===== config.mk =====
export PLATFORM = sky130hd
export DESIGN_NAME = sisc_mem_arb
export DESIGN_NICKNAME = d
export VERILOG_FILES = /design/src/rtl/sisc_mem_arb.sv
export SDC_FILE = /design/constraint.sdc
export NUM_CORES = 1
export LEC_CHECK = 0
export ABC_AREA = 1
export CAP_MARGIN = 10
export CORE_ASPECT_RATIO = 0.75
export CORE_MARGIN = 2
export CORE_UTILIZATION = 25
export CTS_BUF_LIST = sky130_fd_sc_hd__clkbuf_4 sky130_fd_sc_hd__clkbuf_8 sky130_fd_sc_hd__clkbuf_16
export DETAILED_ROUTE_END_ITERATION = 7
export GPL_ROUTABILITY_DRIVEN = 0
export PLACE_DENSITY = 0.64
export SLEW_MARGIN = 20
export SYNTH_ARGS = -nofsm -noshare
export SYNTH_HDL_FRONTEND = slang
export SYNTH_SLANG_ARGS = --single-unit

===== constraint.sdc =====
create_clock -name clk -period 1.8 [get_ports clk]
set_clock_uncertainty 0.2 [all_clocks]
set_input_delay 0.54 -clock clk [delete_from_list [all_inputs] [get_ports clk]]
set_output_delay 0.54 -clock clk [all_outputs]
set_load 0.05 [all_outputs]

===== src/rtl/sisc_mem_arb.sv =====
// Shares one synchronous memory between the SISC fetch port (F) and the load/store port (D).
// Define ARB_RR_EN for round-robin arbitration on conflicts; otherwise D has fixed priority.
module sisc_mem_arb #(
   parameter int AW     = 16,
   parameter int DW     = 32,
   parameter int RD_LAT = 1
) (
   input  logic          clk,
   input  logic          rst_f,
   input  logic          f_req,
   input  logic [AW-1:0] f_addr,
   output logic          f_gnt,
   output logic          f_rvalid,
   output logic [DW-1:0] f_rdata,
   input  logic          d_req,
   input  logic          d_we,
   input  logic [AW-1:0] d_addr,
   input  logic [DW-1:0] d_wdata,
   output logic          d_gnt,
   output logic          d_rvalid,
   output logic [DW-1:0] d_rdata,
   output logic          mem_en,
   output logic          mem_we,
   output logic [AW-1:0] mem_addr,
   output logic [DW-1:0] mem_wdata,
   input  logic [DW-1:0] mem_rdata,
   output logic          busy
);
   typedef enum logic [1:0] {S_IDLE, S_ISSUE, S_WAIT, S_RESP} state_t;

   state_t        state_q, state_d;
   logic          port_q, port_d;       // 1 = D owns the transaction, 0 = F
   logic          we_q, we_d;
   logic [AW-1:0] addr_q, addr_d;
   logic [DW-1:0] wdata_q, wdata_d;
   logic [1:0]    cnt_q, cnt_d;
   logic [DW-1:0] f_rdata_q, f_rdata_d;
   logic [DW-1:0] d_rdata_q, d_rdata_d;
   logic          pick_d;

`ifdef ARB_RR_EN
   logic last_q, last_d;
   // On conflict the port that did not win the previous issue goes first.
   assign pick_d = d_req & (~f_req | ~last_q);
   assign last_d = (state_q == S_ISSUE) ? port_q : last_q;
`else
   assign pick_d = d_req;
`endif

   always_ff @(posedge clk) begin
      if (rst_f) begin
         state_q   <= S_IDLE;
         port_q    <= 1'b0;
         we_q      <= 1'b0;
         addr_q    <= '0;
         wdata_q   <= '0;
         cnt_q     <= '0;
         f_rdata_q <= '0;
         d_rdata_q <= '0;
`ifdef ARB_RR_EN
         last_q    <= 1'b1;
`endif
      end else begin
         state_q   <= state_d;
         port_q    <= port_d;
         we_q      <= we_d;
         addr_q    <= addr_d;
         wdata_q   <= wdata_d;
         cnt_q     <= cnt_d;
         f_rdata_q <= f_rdata_d;
         d_rdata_q <= d_rdata_d;
`ifdef ARB_RR_EN
         last_q    <= last_d;
`endif
      end
   end

   always_comb begin
      state_d   = state_q;
      port_d    = port_q;
      we_d      = we_q;
      addr_d    = addr_q;
      wdata_d   = wdata_q;
      cnt_d     = cnt_q;
      f_rdata_d = f_rdata_q;
      d_rdata_d = d_rdata_q;
      case (state_q)
         S_IDLE: begin
            if (f_req | d_req) begin
               state_d = S_ISSUE;
               port_d  = pick_d;
               we_d    = pick_d & d_we;
               addr_d  = pick_d ? d_addr : f_addr;
               wdata_d = d_wdata;
            end
         end
         S_ISSUE: begin
            if (we_q) begin
               state_d = S_IDLE;
            end else begin
               state_d = S_WAIT;
               cnt_d   = 2'(RD_LAT - 1);
            end
         end
         S_WAIT: begin
            // Last wait cycle: memory data is valid now, capture for the owner only.
            if (cnt_q == 2'd0) begin
               state_d = S_RESP;
               if (port_q) d_rdata_d = mem_rdata;
               else        f_rdata_d = mem_rdata;
            end else begin
               cnt_d = cnt_q - 2'd1;
            end
         end
         S_RESP:  state_d = S_IDLE;
         default: state_d = S_IDLE;
      endcase
   end

   assign mem_en    = (state_q == S_ISSUE);
   assign mem_we    = mem_en & we_q;
   assign mem_addr  = mem_en ? addr_q : '0;
   assign mem_wdata = mem_we ? wdata_q : '0;
   assign f_gnt     = mem_en & ~port_q;
   assign d_gnt     = mem_en & port_q;
   assign f_rvalid  = (state_q == S_RESP) & ~port_q;
   assign d_rvalid  = (state_q == S_RESP) & port_q;
   assign f_rdata   = f_rdata_q;
   assign d_rdata   = d_rdata_q;
   assign busy      = (state_q != S_IDLE);
endmodule


==> results of run 1 <==
area by class of cell:
type	instances	area, sq um	share of cell area
Inverter	97	437.9	0.04204
Clock inverter	12	176.4	0.01693
Clock buffer	20	454.2	0.04360
Multi-Input combinational cell	413	2450	0.2352
Timing Repair Buffer	281	4222	0.4052
Tap cell	247	309.0	0.02967
Sequential cell	118	2369	0.2274
through the flow:
step / util / setup TNS [ns]
final: 0.5596 / -26.27
after global routing: 0.5596 / -32.85
after CTS: 0.5350 / -25.99
after detailed placement: 0.4896 / -18.80
after global placement: 0.4896 / -16.27
after floorplan: - / -9.758
critical path, stage by stage, from the launching register on:
cell and delay, ns:
dfxtp_2 0.33, inv_2 0.05, ha_4 0.18, buf_4 0.16, buf_16 0.15, nand2_4 0.06, clkinvlp_4 0.08, buf_12 0.15
worst min-delay path by stage:
stage                           start  cells after the start                     end  slack (ns)
2_1_floorplan  addr_q[0]$_SDFFE_PP0P_                      2  addr_q[0]$_SDFFE_PP0P_        0.24
3_3_place_gp   addr_q[2]$_SDFFE_PP0P_                      2  addr_q[2]$_SDFFE_PP0P_        0.25
3_5_place_dp   addr_q[2]$_SDFFE_PP0P_                      2  addr_q[2]$_SDFFE_PP0P_        0.25
4_1_cts        addr_q[2]$_SDFFE_PP0P_                      2  addr_q[2]$_SDFFE_PP0P_        0.28
5_1_grt        addr_q[0]$_SDFFE_PP0P_                      2  addr_q[0]$_SDFFE_PP0P_        0.30
6_report       addr_q[2]$_SDFFE_PP0P_                      2  addr_q[2]$_SDFFE_PP0P_        0.28
cell families after synthesis:
kind of cell	Yosys count	share of synthesized area
simple gates	225	0.1822
buf+inv	139	0.1167
flops	118	0.4930
fa+ha+maj	6	0.01567
compound gates	182	0.1924
cells in the mapped netlist:
cell | count | area [sq um]
ha_1 | 6 | 75.07
clkbuf_2 | 5 | 25.02
o21ai_4 | 1 | 16.27
nor2_1 | 105 | 394.1
buf_1 | 1 | 3.750
inv_2 | 3 | 11.26
clkbuf_1 | 19 | 71.32
nor2_4 | 2 | 22.52
dfxtp_1 | 118 | 2362
buf_4 | 4 | 30.03
nand4_1 | 1 | 6.260
a21oi_1 | 84 | 420.4
buf_2 | 13 | 65.06
nand3_1 | 4 | 20.02
nand3_2 | 1 | 10.01
inv_1 | 94 | 352.8
o21ai_0 | 83 | 415.4
nand2_1 | 112 | 420.4
o21ai_1 | 14 | 70.07
routing by layer:
layer / GRT usage / part of all wire / vias up / wire length, um
met3: 0.06427 / 0.080 / 23 / 1406
li1: - / - / 2608 / -
met4: 0.04605 / 0.017 / 0 / 294
met5: 0 / 0 / - / 0
met2: 0.2518 / 0.45 / 173 / 7939
met1: 0.2023 / 0.45 / 2293 / 7936
layout by cell type, fill, tap and decap left out, types with 3 or more instances in the layout:
cell type	netlist	layout
a21oi_2	0	23
clkbuf_16	0	24
o21ai_0	83	61
buf_4	4	28
dfxtp_1	118	115
buf_12	0	131
inv_1	94	70
nand2_4	0	12
inv_2	3	7
o21ai_1	14	23
nor2_1	105	70
clkinvlp_4	0	21
nand3_1	4	3
nand2_2	0	14
ha_4	0	3
clkinv_2	0	3
clkdlybuf4s50_1	0	100
nand2_1	112	85
a21oi_1	84	61
o21ai_2	0	13
buf_8	0	3
nor2_4	2	36
buf_6	0	10
bufinv_16	0	4
registers in the layout (all words and copies together) (netlist names), named ones only:
name	count
d_rdata	32
addr_q	16
wdata_q	32
we_q	1
cnt_q	2
f_rdata	32
state_q	1
port_q	1
timing repair:
action | 4_1_cts | 5_1_grt
resized for setup | 30 | 80
gates cloned | 3 | 11
pin swaps | 5 | 9
setup endpoints to repair | 69 | 147
buffers inserted | 5 | 9
where the power goes:
group	switching [mW]	leakage, nW	internal (mW)
Sequential	0.316	0.967	3.06
Clock	1.24	0.307	2.38
Combinational	2.64	2.86	2.39
Total	4.19	4.13	7.84
==> flow_metrics.py, run 1 <==
metrics = {
    "run_status": {
        "status": "finished, violations left",
        "violations": "negative setup slack",
    },
    "power_and_ir_drop": {
        "peakVddDrop_v": 0.0007065,
        "cellLeakagePower_nw": 4.132,
        "finalPower_mw": 12.03,
        "p_per_area_mw_per_mm2": 1155,
    },
    "sta": {
        "post-route-period-util": 1.279,
        "setup_viol": 101,
        "max_freq_mhz": 434.4,
        "setup_slack_ns": -0.5020,
        "slew_headroom": 0.7777,
        "rsz0062_at_grt": "true",
        "whs_ns": 0.2762,
        "slew_viol_final": 0,
        "worst_pin_slew_ns": 0.3322,
        "fin_crit_ns": 2.302,
        "hold_viol_final": 0,
    },
    "clock_network": {
        "cts_hold_buf": 0,
        "clock_sinks": 118,
        "clk_latency_ns": 0.40,
        "cts_tree": "done",
        "cts_buffer_depth": 2,
        "ctsHtreeMaxLevel": 4,
        "clk_pin_slew_ns": 0.06,
        "cts_buffers": 17,
        "root_buffer": "clkbuf_16",
    },
    "routing": {
        "firstDrtPassIters": 4,
        "num_vias": 5097,
        "first_iter_violations": 294,
        "drt_wl_total_um": 17580,
        "wire_per_inst_um": 14.80,
        "viasPerCell": 4.290,
        "drcViolationCount": 0,
        "antenna_left": 0,
    },
    "critical_path": {
        "path_class": "reg -> out",
        "reg2reg_slack_ns": -0.10,
        "crit_end": "mem_addr[7]",
        "r2r_cells": 11,
        "worstPathArrival_ns": 1.56,
        "cp_data_required_time_ns": 1.06,
        "crit_path_end_kind": "output port",
        "cp_max_fo": 6,
        "reg2reg_to": "addr_q[5]$_SDFFE_PP0P_",
        "startpoint_type": "flop",
    },
    "place": {
        "io_buffers": 219,
        "place_worst_setup_slack_ns": -0.3237,
        "placed_cells": 1131,
        "place_area_sq_mm": 0.009115,
        "hpwl_um": 11650,
    },
    "final_layout": {
        "layout.nets": 1035,
        "final_area_sq_mm": 0.01042,
        "area_growth_pct": 117.4,
        "diodes": 0,
        "drive_gt1_frac": 0.3719,
        "fillers": 1641,
        "final_cells": 1188,
    },
    "run": {
        "cap_violations": 0,
    },
    "floorplanning": {
        "die_x_um": 163.9,
        "num_rows": 43,
        "core_area_sq_mm": 0.01862,
        "die-area_sq_mm": 0.02030,
        "start_util": 0.2574,
        "die_h_um": 123.9,
        "ios": 220,
    },
    "yosys": {
        "synthCells": 670,
        "yosysWarnings": 0,
        "syn-num-nets": 777,
        "synth_cell_types": 19,
        "synth-seq-cells": 118,
        "synth.avg_cell_area_sq_um": 7.152,
        "synth_seq_area_share": 0.4930,
        "netlist_area_sq_mm": 0.004792,
    },
    "grt": {
        "grt_pass1_wl_um": 25170,
        "grt_antenna_before_repair": 0,
        "grt_max_degree": 39,
        "overflow": 0,
        "grt_pass1_vias": 4743,
        "grt_use_total": 0.1598,
    },
    "min_path": {
        "hp-class": "reg -> reg",
    },
}
(Power assumes the default switching activity.)
==> run 2, diff against run 1 <==
- CTS_BUF_LIST: sky130_fd_sc_hd__clkbuf_4 sky130_fd_sc_hd__clkbuf_8 sky130_fd_sc_hd__clkbuf_16 -> sky130_fd_sc_hd__clkbuf_2 sky130_fd_sc_hd__clkbuf_4 sky130_fd_sc_hd__clkbuf_8
==> run 2 against run 1 <==
Against the previous run: sequential power about the same; maximum frequency decreased by 1.2%; largest cell class unchanged; largest power group unchanged; the flow still finishes with violations (negative setup slack); routed wire length increased by 4.6%.
==> flow_metrics.py, run 2 (synthesized netlist as in run 1, its figures left out) <==
metrics = {
    "run_status": {
        "status": "finished, violations left",
        "violations": "negative setup slack",
    },
    "place": {
        "io_buffers": 219,
        "hpwl_um": 11650,
        "place_worst_setup_slack_ns": -0.3237,
    },
    "grt": {
        "overflow": 0,
        "grt_pass1_vias": 4729,
        "grt_pass1_wl_um": 25210,
        "grt_use_total": 0.1613,
        "grt_max_degree": 39,
        "grt_antenna_before_repair": 0,
    },
    "final_layout": {
        "layout.nets": 1038,
        "drive_gt1_frac": 0.3972,
        "final_common_cell": "buf_12",
        "fillers": 1637,
        "mostFrequentLayoutCells": "buf_12, dfxtp_1, clkdlybuf4s50_1",
        "area_growth_pct": 118.6,
        "diodes": 0,
    },
    "critical_path": {
        "crit_path_max_incr_delay_ns": 0.34,
        "worstPathArrival_ns": 1.59,
        "cp_data_required_time_ns": 1.06,
        "startpoint_type": "flop",
        "slowest_stage": "dfxtp_2",
        "path_class": "reg -> out",
        "critPathTopFamily": "buffers and inverters",
        "crit_chain": "inv_2 -> ha_4 -> buf_4 -> buf_16 -> nand2_4 -> clkinvlp_4 -> buf_12",
        "cp_max_fo": 6,
        "crit_path_end_kind": "output port",
        "path_buf_inv": 5,
    },
    "sta": {
        "rsz0062_at_grt": "true",
        "worst_pin_slew_ns": 0.3316,
        "setup_viol": 79,
        "post-route-period-util": 1.294,
        "slew_viol_final": 0,
        "whs_ns": 0.2765,
        "fin_crit_ns": 2.329,
        "setup_slack_ns": -0.5290,
        "max_freq_mhz": 429.4,
        "slew_headroom": 0.7790,
        "hold_viol_final": 0,
    },
    "power_and_ir_drop": {
        "cellLeakagePower_nw": 4.079,
        "p_per_area_mw_per_mm2": 1045,
        "p_comb_frac": 0.444,
        "seqPwrFrac": 0.308,
        "switching_share": 0.3710,
        "p_clk_frac": 0.248,
        "peakVddDrop_v": 0.0005475,
        "internal-power_mw": 6.884,
        "power_switching_mw": 4.060,
    },
    "routing": {
        "antenna_left": 0,
        "wire_per_inst_um": 15.43,
        "firstDrtPassIters": 4,
        "drt_wl_total_um": 18380,
        "viasPerCell": 4.343,
        "first_iter_violations": 287,
        "num_vias": 5173,
        "drcViolationCount": 0,
    },
    "clock_network": {
        "cts_buffers": 17,
        "cts_buffer_depth": 2,
        "cts_tree": "done",
        "root_buffer": "clkbuf_8",
        "cts_hold_buf": 0,
        "clk_pin_slew_ns": 0.07,
        "clk_latency_ns": 0.43,
        "clock_sinks": 118,
        "ctsHtreeMaxLevel": 4,
    },
    "floorplanning": {
        "ios": 220,
        "start_util": 0.2574,
        "core_area_sq_mm": 0.01862,
        "die-area_sq_mm": 0.02030,
        "die_x_um": 163.9,
        "die_h_um": 123.9,
        "num_rows": 43,
    },
    "run": {
        "cap_violations": 0,
    },
    "min_path": {
        "hp-class": "reg -> reg",
    },
}
-- run 2: repair_timing --
action	in CTS	in global routing
endpoints found under the setup margin	71	164
buffers inserted	8	7
gates cloned	3	14
pin swaps	6	11
resized for setup	35	130
-- run 2: power by group through the flow --
stage                     clock, mW  combinational [mW]  sequential, mW
final                          2.71                4.86            3.37
after global routing           2.90                5.16            3.42
after CTS                      2.78                4.41            3.36
after detailed placement          0                3.99            3.41
after global placement            0                3.95            3.39
after floorplan                   0                1.64            3.91
-- run 2: final cells by class --
class | instances | area, sq um | share of cell area
multi-input cells | 414 | 2640 | 0.2521
flip-flops and latches | 118 | 2369 | 0.2261
well taps | 247 | 309.0 | 0.02951
inverters | 97 | 445.4 | 0.04253
repair buffers | 283 | 4272 | 0.4078
clock buffers | 20 | 262.8 | 0.02509
clock inverters | 12 | 176.4 | 0.01684
-- run 2: worst reg2reg max path, stage by stage (launching register included) --
cell and delay [ns]:
dfxtp_4 0.36, buf_6 0.12, inv_4 0.06, buf_6 0.10, ha_4 0.16, nand2_4 0.07
nor2_4 0.19, clkinv_4 0.14, clkbuf_16 0.21, nor2_2 0.09, nor2_1 0.05
-- run 2: per-layer routing --
layer  vias to the layer above  track usage  routed length, um
li1                       2620            -                  -
met1                      2372       0.2040               8253
met2                       165       0.2521               8400
met3                        16      0.06560               1498
met4                         0      0.05044                229
met5                         -            0                  0
-- run 2: path summary, 6_finish.rpt --
| path | from | end | slack [ns] | cells after the start |
|---|---|---|---|---|
| setup reg to reg | state_q[0]$_SDFFE_PP0P_ | f_rdata[0]$_SDFFE_PP0P_ | -0.06 | 10 |
| setup / recovery | flop | mem_addr[6] | -0.53 | 7 |
| hold reg to reg | addr_q[2]$_SDFFE_PP0P_ | addr_q[2]$_SDFFE_PP0P_ | 0.28 | 2 |
| hold / removal | addr_q[2]$_SDFFE_PP0P_ | addr_q[2]$_SDFFE_PP0P_ | 0.28 | 2 |
-- run 2: through the flow --
stage	cells	TNS, ns	power [mW]	utilization	area, sq um
after floorplan	670	-9.758	5.547	-	5301
after global placement	1131	-16.27	7.342	0.4896	9115
after detailed placement	1131	-18.80	7.403	0.4896	9115
after CTS	1174	-28.48	10.55	0.5272	9813
after global routing	1191	-34.63	11.48	0.5626	10470
final	1191	-26.66	10.94	0.5626	10470
